## config.mk

```make
export PLATFORM = sky130hd
export DESIGN_NAME = serdes_rx_framer
export DESIGN_NICKNAME = d
export VERILOG_FILES = /design/src/rtl/serdes_pkg.sv /design/src/rtl/serdes_rx_shift.sv /design/src/rtl/serdes_rx_framer.sv
export SDC_FILE = /design/constraint.sdc
export NUM_CORES = 1
export LEC_CHECK = 0
export CAP_MARGIN = 30
export CORE_ASPECT_RATIO = 1.1
export CORE_MARGIN = 2
export CORE_UTILIZATION = 49
export DETAILED_ROUTE_END_ITERATION = 8
export PLACE_DENSITY = 0.66
export SLEW_MARGIN = 25
export SYNTH_ARGS = -nofsm -noshare
export SYNTH_HDL_FRONTEND = slang
export SYNTH_HIERARCHICAL = 1
export SYNTH_SLANG_ARGS = --single-unit
```

## constraint.sdc

```tcl
create_clock -name clk -period 3.6 [get_ports clk]
set_clock_uncertainty 0.2 [all_clocks]
set_input_delay 0.36 -clock clk [delete_from_list [all_inputs] [get_ports clk]]
set_output_delay 0.36 -clock clk [all_outputs]
set_load 0.1 [all_outputs]
```

## src/rtl/serdes_pkg.sv

```systemverilog
// Shared types and default constants for the serdes receive framer.
package serdes_pkg;

  typedef enum logic [1:0] {
    HUNT    = 2'd0,
    CONFIRM = 2'd1,
    LOCKED  = 2'd2
  } framer_state_t;

  localparam logic [7:0] SYNC_WORD_DEF  = 8'hA5;
  localparam int         FRAME_LEN_DEF  = 4;
  localparam int         LOCK_COUNT_DEF = 3;
  localparam int         LOSS_COUNT_DEF = 2;

  // byte_cnt must hold 0..FRAME_LEN, where FRAME_LEN marks the sync slot
  localparam int BYTE_CNT_W = $clog2(FRAME_LEN_DEF + 1);
  localparam int HIT_CNT_W  = 4;

endpackage

```

## src/rtl/serdes_rx_shift.sv

```systemverilog
// Serial-in shift register with bit-strobe qualifier and byte-phase counter.
module serdes_rx_shift (
  input  logic       clk,
  input  logic       rst_n,
  input  logic       i_ser_in,
  input  logic       i_ser_en,
  input  logic       i_align,
  output logic [7:0] o_shreg_next,
  output logic       o_byte_done
);

  logic [7:0] r_shreg;
  logic [2:0] r_bit_cnt;

  assign o_shreg_next = i_ser_en ? {r_shreg[6:0], i_ser_in} : r_shreg;
  assign o_byte_done  = i_ser_en && (r_bit_cnt == 3'd7);

  // i_align restarts byte phase so the following bit is bit 0 of a new byte
  always_ff @(posedge clk) begin
    if (!rst_n) begin
      r_shreg   <= 8'h00;
      r_bit_cnt <= 3'd0;
    end else if (i_ser_en) begin
      r_shreg   <= o_shreg_next;
      r_bit_cnt <= i_align ? 3'd0 : r_bit_cnt + 3'd1;
    end
  end

endmodule

```

## src/rtl/serdes_rx_framer.sv

```systemverilog
// Receive framer: hunts for the sync byte, confirms alignment, then emits aligned bytes.
//   state   | meaning
//   HUNT    | bit-by-bit search for SYNC_WORD, no byte alignment
//   CONFIRM | aligned, counting consecutive good sync slots toward lock
//   LOCKED  | delivering data bytes, flywheeling through isolated sync misses
module serdes_rx_framer
  import serdes_pkg::*;
#(
  parameter logic [7:0] SYNC_WORD  = SYNC_WORD_DEF,
  parameter int         FRAME_LEN  = FRAME_LEN_DEF,
  parameter int         LOCK_COUNT = LOCK_COUNT_DEF,
  parameter int         LOSS_COUNT = LOSS_COUNT_DEF
) (
  input  logic       clk,
  input  logic       rst_n,
  input  logic       i_ser_in,
  input  logic       i_ser_en,
  output logic [7:0] o_data_out,
  output logic       o_data_valid,
  output logic       o_frame_start,
  output logic       o_locked,
  output logic       o_sync_err
);

  localparam int                    BCW       = $clog2(FRAME_LEN + 1);
  localparam logic [BCW-1:0]        SYNC_SLOT = BCW'(FRAME_LEN);
  localparam logic [HIT_CNT_W-1:0]  LOCK_C    = HIT_CNT_W'(LOCK_COUNT);
  localparam logic [HIT_CNT_W-1:0]  LOSS_C    = HIT_CNT_W'(LOSS_COUNT);

  logic [7:0]           w_shreg_next;
  logic                 w_byte_done;
  logic                 w_align;
  logic                 w_sync_hit;
  logic                 w_sync_slot;

  framer_state_t        r_state, w_state_nxt;
  logic [BCW-1:0]       r_byte_cnt, w_byte_cnt_nxt;
  logic [HIT_CNT_W-1:0] r_hits, w_hits_nxt;
  logic [HIT_CNT_W-1:0] r_miss, w_miss_nxt;
  logic [7:0]           r_data, w_data_nxt;
  logic                 r_valid, w_valid_nxt;
  logic                 r_fs, w_fs_nxt;
  logic                 r_err, w_err_nxt;

  serdes_rx_shift u_shift (
    .clk          (clk),
    .rst_n        (rst_n),
    .i_ser_in     (i_ser_in),
    .i_ser_en     (i_ser_en),
    .i_align      (w_align),
    .o_shreg_next (w_shreg_next),
    .o_byte_done  (w_byte_done)
  );

  assign w_sync_hit  = (w_shreg_next == SYNC_WORD);
  assign w_sync_slot = (r_byte_cnt == SYNC_SLOT);

  always_ff @(posedge clk) begin
    if (!rst_n) begin
      r_state    <= HUNT;
      r_byte_cnt <= '0;
      r_hits     <= '0;
      r_miss     <= '0;
      r_data     <= 8'h00;
      r_valid    <= 1'b0;
      r_fs       <= 1'b0;
      r_err      <= 1'b0;
    end else begin
      r_state    <= w_state_nxt;
      r_byte_cnt <= w_byte_cnt_nxt;
      r_hits     <= w_hits_nxt;
      r_miss     <= w_miss_nxt;
      r_data     <= w_data_nxt;
      r_valid    <= w_valid_nxt;
      r_fs       <= w_fs_nxt;
      r_err      <= w_err_nxt;
    end
  end

  always_comb begin
    w_state_nxt    = r_state;
    w_byte_cnt_nxt = r_byte_cnt;
    w_hits_nxt     = r_hits;
    w_miss_nxt     = r_miss;
    w_data_nxt     = r_data;
    w_valid_nxt    = 1'b0;
    w_fs_nxt       = 1'b0;
    w_err_nxt      = 1'b0;
    w_align        = 1'b0;

    case (r_state)
      HUNT: begin
        if (i_ser_en && w_sync_hit) begin
          w_align        = 1'b1;
          w_byte_cnt_nxt = '0;
          w_hits_nxt     = HIT_CNT_W'(1);
          w_miss_nxt     = '0;
          w_state_nxt    = (LOCK_C == HIT_CNT_W'(1)) ? LOCKED : CONFIRM;
        end
      end

      CONFIRM: begin
        if (w_byte_done) begin
          if (!w_sync_slot) begin
            w_byte_cnt_nxt = r_byte_cnt + 1'b1;
          end else begin
            w_byte_cnt_nxt = '0;
            if (w_sync_hit) begin
              w_hits_nxt = r_hits + 1'b1;
              if ((r_hits + 1'b1) == LOCK_C) begin
                w_state_nxt = LOCKED;
                w_miss_nxt  = '0;
              end
            end else begin
              w_err_nxt   = 1'b1;
              w_state_nxt = HUNT;
            end
          end
        end
      end

      LOCKED: begin
        if (w_byte_done) begin
          if (!w_sync_slot) begin
            w_data_nxt     = w_shreg_next;
            w_valid_nxt    = 1'b1;
            w_fs_nxt       = (r_byte_cnt == '0);
            w_byte_cnt_nxt = r_byte_cnt + 1'b1;
          end else begin
            w_byte_cnt_nxt = '0;
            if (w_sync_hit) begin
              w_miss_nxt = '0;
            end else begin
              // slot timing is kept on a single miss; only a run of misses drops lock
              w_err_nxt  = 1'b1;
              w_miss_nxt = r_miss + 1'b1;
              if ((r_miss + 1'b1) == LOSS_C) begin
                w_state_nxt = HUNT;
              end
            end
          end
        end
      end

      default: w_state_nxt = HUNT;
    endcase
  end

  assign o_data_out    = r_data;
  assign o_data_valid  = r_valid;
  assign o_frame_start = r_fs;
  assign o_locked      = (r_state == LOCKED);
  assign o_sync_err    = r_err;

endmodule
```

* Word level (Yosys, flattened, before mapping)
Cells that the tools add are included.
** Word-level totals
- Register bits :: 35
- Input port bits :: 4
- Output and inout port bits :: 12
- Logic and storage cells :: 86
** Operators by class
- Add/sub/neg operators :: 4
- Equal/unequal tests :: 18
- Mux-type cells :: 34
- Bitwise gates (word level) :: 4
- Reduce and logical (&&, ||, !) cells :: 16
** Operators with widths (number)
- 4-bit 2-to-1 mux :: 12
- 2-bit 2-to-1 mux :: 9
- 8-bit AND reduction :: 2
- 3-bit 2-to-1 mux :: 4
- 4-bit case mux with 3 select lines :: 1
- 2-bit by 1-bit != test with 1-bit output (second input constant) :: 5
- 2-bit != test (second input constant) :: 5
- 3-bit AND reduction :: 3
- 4-bit by 1-bit adder with 4-bit output (second input constant) :: 2
- 4-bit by 2-bit == test with 1-bit output (second input constant) :: 2
- 8-bit == test (second input constant) :: 1
- 8-bit 2-to-1 mux :: 1
- 4-bit case mux with 2 select lines :: 1
- 3-bit by 1-bit adder with 3-bit output (second input constant) :: 2
- 3-bit == test (second input constant) :: 2
- 2-bit case mux with 3 select lines :: 1
- 3-bit case mux with 2 select lines :: 1
- 5-bit AND reduction :: 1
- 1-bit 2-to-1 mux :: 4
- 1-bit NOT :: 4
- 4-bit AND reduction :: 1
- 2-bit nonzero test :: 2
- 4-bit OR reduction :: 1
- 3-bit logical NOT :: 1
- other kinds (7) :: 8

* Logic depth before layout (Yosys ltp)
- Depth after elaboration :: 7
- Mapped depth :: 8
- Gate-level depth less buffers :: 8

* Modules after synthesis
Netlist, hierarchy kept.
** Modules (own cells, without submodules)
- serdes_rx_framer :: times used 1, cells an instance 152, area each 1393.8 sq um, sequential area each 480.5 sq um
- serdes_rx_shift :: times used 1, cells an instance 42, area each 500.5 sq um, sequential area each 220.2 sq um

* Worst setup path before layout
No wires, ideal clock.
- Path type :: input port to flip-flop
- Start :: in i_ser_en
- End :: reg r_miss[2]
- Library setup time :: 0.074 ns
- Arrival time :: 2.131 ns
- Required time :: 3.326 ns
- Setup slack :: 1.194 ns
- Cell stages on the path :: 8
- Buffers on the path :: 2
- Cells stage by stage :: buf_6 > buf_8 > mux2_4 > nand4bb_4 > or2_1 > o32ai_4 > and2_4 > mux2i_1
** Between the ends
- Cells in the longest elaborated chain, start to end :: 6
- Elaborated cells on any way between the ends :: 13
- Those cells by class :: 5 x eq/ne; 5 x mux; 3 x reduce/logical
** RTL lines
- start: declaration :: line serdes_rx_framer.sv:17 : input logic i_ser_en,
- 8-bit 2-to-1 mux * :: line serdes_rx_shift.sv:15 : assign o_shreg_next = i_ser_en ? {r_shreg[6:0], i_ser_in} : r_shreg;
- named net w_shreg_next[6] :: line serdes_rx_framer.sv:30 : logic [7:0] w_shreg_next;
- 8-bit == test * :: line serdes_rx_framer.sv:55 : assign w_sync_hit = (w_shreg_next == SYNC_WORD);
- 4-bit 2-to-1 mux :: line serdes_rx_framer.sv:131 : if (w_sync_hit) begin
- 4-bit 2-to-1 mux :: line serdes_rx_framer.sv:124 : if (!w_sync_slot) begin
- 4-bit 2-to-1 mux :: line serdes_rx_framer.sv:123 : if (w_byte_done) begin
- 4-bit case mux with 3 select lines :: line serdes_rx_framer.sv:91 : case (r_state)
- end signal: assignment :: line serdes_rx_framer.sv:72 : r_miss <= w_miss_nxt;
- end: declaration :: line serdes_rx_framer.sv:39 : logic [HIT_CNT_W-1:0] r_miss, w_miss_nxt;
Mark *: on every way through the listed nets, which the timed path passes. The rest lies on a longest branch. The select of a mux whose other input is x is not followed.
A chain may end at the register's enable or synchronous reset.

* Worst setup path in the final report
Same ends and word-level chain as after synthesis.

==> key figures <==
Run status
  – Outcome: completed

Power and ir drop
  – IR drop worst, VDD: 0.276 mV
  – PwrDens: 357 nW/um2
  – Leak: 0.829 nW

Die
  – Die span in y: 69.2 um
  – I/O pin total: 16
  – Starting Density: 51.4%
  – Die area: 4380 um2
  – Row cnt: 23
  – Placeable Area: 3680 um2
  – Die width: 63.3 um

Synthesis
  – Most instantiated cells after synthesis: 35 x dfxtp_1, 34 x nand2_1, 11 x ha_1, 10 x and2_1, 9 x a21boi_0
  – Register area share after synthesis: 37.0%
  – Largest family of logic cells by synthesized area: simple AND/OR/NAND/NOR gates
  – Synth Instances: 194
  – Post-synthesis simple-gate area fraction: 28.1%
  – Post-Synth XOR/XNOR Area: 0.925%
  – Top post-synthesis cells by area: dfxtp_1 37%, ha_1 7.3%, nand2_1 6.7%
  – Mapped Area: 1890 um2
  – Post-synth cell types: 48
  – Flops & latches, synth: 35
  – Adder-cell share of the synthesized area: 7.27%
  – Most common cell in the netlist: dfxtp_1
  – Yosys warns: 6
  – Ys async rst share: 0%
  – Synth top area share: 37.0%
  – Complex-gate fraction of the synthesized area: 12.9%
  – Number of synthesized flops with an enable pin: 0
  – Syn_area_per_cell: 9.76 um2
  – Top FF cell, synth: dfxtp_1
  – Multiplexer share of the synthesized area: 9.58%
  – Largest area contributor in the netlist: dfxtp_1
  – Net Count, Synth: 209

Timing
  – Fin crit share: 78.7%
  – Slew HR: 34.6%
  – Hold Fails Final Rpt: 0
  – Worst Max-Slew Pin Slew: 0.978 ns
  – Count of final setup violators: 0
  – RSZ-0062 raised after global routing: false
  – Final Slew Violations: 0
  – Setup TNS: 0 ns
  – Tmin final: 2.83 ns
  – Fmax: 0.353 GHz

Clock tree
  – CTS resizes: 0
  – Worst-path clk slew: 0.07 ns
  – Root Driver: clkbuf_8
  – Post-CTS Hold Buffers: 0
  – Total CTS buffers: 5
  – # H-tree levels: 2
  – Clock Path Buffers: 2
  – Clk_lat worst skew: 0.29 ns
  – Setup Buffers After CTS: 0
  – CTS tree: built
  – Clk sinks: 35

Critical path
  – Buf+Inv Stages, Crit Path: 2
  – CP Data Arrival Time: 2.85 ns
  – Max incr delay on CP: 0.59 ns
  – Critical path class: in2reg
  – Worst Path Required: 3.62 ns
  – Crit-path cells: clkdlybuf4s50_1 > buf_4 > mux2_4 > nand4bb_4 > or2_1 > o32ai_4 > and2_4 > mux2i_1
  – CP delay by family, top: buffers and inverters
  – Reg2Reg Setup Slack: 1.29 ns
  – CP Depth: 8
  – Crit start category: input port
  – Worst flop-to-flop path startpoint: u_shift/r_bit_cnt[0]$_SDFFE_PN0P_
  – FF-to-FF path depth: 8
  – Worst reg2reg path endpoint: r_hits[2]$_SDFFE_PN0P_
  – Crit path to: r_miss[2]$_SDFFE_PN0P_
  – Setup crit end kind: flop
  – Setup crit start: i_ser_en
  – Crit path max fanout: 13
  – CP max-delay cell: clkdlybuf4s50_1

Final layout
  – Share of layout cells above drive strength 1: 16.1%
  – Layout fillers: 354
  – Area added between synthesis and finish: 15.5%
  – N_diodes: 0
  – Fin nets: 225
  – Final instance area: 2190 um2
  – Finished Layout Cells: 261

Global routing
  – Vias in the first global route: 1415
  – GR Util All Layers: 17.3%
  – First-pass GRT wire length: 6050 um
  – Largest net degree at the start of global routing: 22
  – Grt total ovfl: 0
  – Initial antenna violation count: 0

Placement
  – Cell area after placement: 2070 um2
  – Inst Count DP: 253
  – Hpwl dp: 2650 um
  – Final GP Congestion: 0.804
  – # port buffers: 15

Routing
  – Post-route DRC: 0
  – Met3 Wirelength: 114 um
  – Post-Route M1 WL: 1580 um
  – Final WL: 3540 um
  – DR vias/cell: 5.46
  – Via count: 1425
  – Routed met2 length: 1790 um
  – Max Used Layer: met4
  – 1st-iter DRT viols: 37
  – Routed length per instance: 13.5 um
  – ANT nets after route: 0
  – Drt first pass iters: 4

Hold path
  – Hold WC Path Type: reg2reg

Flow run
  – Max-cap viol count: 0
## area by class of cell
cell class	instances	area [um2]	share of cell area, %
clock buffers	6	82.6	3.78
clock inverters	2	35.0	1.60
inverters	8	30.0	1.37
multi-input cells	143	1110	50.9
flip-flops and latches	35	701	32.0
well taps	50	62.6	2.86
repair buffers	17	163	7.44
## how the worst min path moves through the flow
stage / cells after the start / slack (ns) / end / from
after floorplan: 2 / 0.25 / r_miss[3]$_SDFFE_PN0P_ / r_miss[3]$_SDFFE_PN0P_
final: 2 / 0.27 / o_data_out[7]$_SDFFE_PN0P_ / o_data_out[7]$_SDFFE_PN0P_
after global routing: 2 / 0.30 / u_shift/r_bit_cnt[2]$_SDFFE_PN0P_ / u_shift/r_bit_cnt[2]$_SDFFE_PN0P_
after detailed placement: 2 / 0.26 / o_data_out[7]$_SDFFE_PN0P_ / o_data_out[7]$_SDFFE_PN0P_
after global placement: 2 / 0.26 / o_data_out[7]$_SDFFE_PN0P_ / o_data_out[7]$_SDFFE_PN0P_
after CTS: 2 / 0.27 / o_data_out[7]$_SDFFE_PN0P_ / o_data_out[7]$_SDFFE_PN0P_
## through the flow
step	utilization [%]	hold WS (ns)	power [mW]	worst slack, ns
global route	59.4	0.305	0.812	0.633
global placement	56.2	0.256	0.428	0.544
finish	59.4	0.268	0.780	0.768
CTS	59.4	0.274	0.789	0.772
detailed placement	56.2	0.263	0.430	0.490
floorplan	-	0.249	0.423	1.19
## placed cells by master (no fill, tap or decap), types with 5 or more instances in the layout
master,count
a21boi_0,9
nand3_1,7
clkdlybuf4s50_1,14
dfxtp_1,35
clkbuf_8,6
and2_1,10
mux2_2,5
ha_1,11
inv_1,8
nand2_1,34
mux2i_1,8
nand4_1,5
## layer usage
metal | track usage (%) | up-vias
li1 | - | 709
met1 | 19.0 | 687
met2 | 31.6 | 23
met3 | 4.71 | 6
met4 | 6.52 | 0
met5 | 0 | -
## tightest hold or removal path: stages (launching register included)
cell and delay (ns):
dfxtp_1 0.31, nand2_1 0.05, a21boi_0 0.06
## logic make-up (layout without fill, tap and decap cells)
family,count (synthesis),in the layout
and+or+nand+nor,88,88
DFF,35,35
AOI/OAI and AO/OA,26,26
muxes,16,16
buffers and inverters,16,33
adders and majority gates,11,11
xor gates and xnor gates,2,2
## registers in the layout (all words and copies together) (netlist names)
name,count
r_hits,4
r_state,2
o_data_out,8
u_shift/r_shreg,8
u_shift/r_bit_cnt,3
o_data_valid,1
o_sync_err,1
o_frame_start,1
r_byte_cnt,3
r_miss,4
## where the power goes
group | switching (mW) | internal (mW)
Clock | 0.135 | 0.224
Sequential | 0.00178 | 0.390
Combinational | 0.0148 | 0.0139
Total | 0.152 | 0.628
Power figures use the tool's default switching activity.
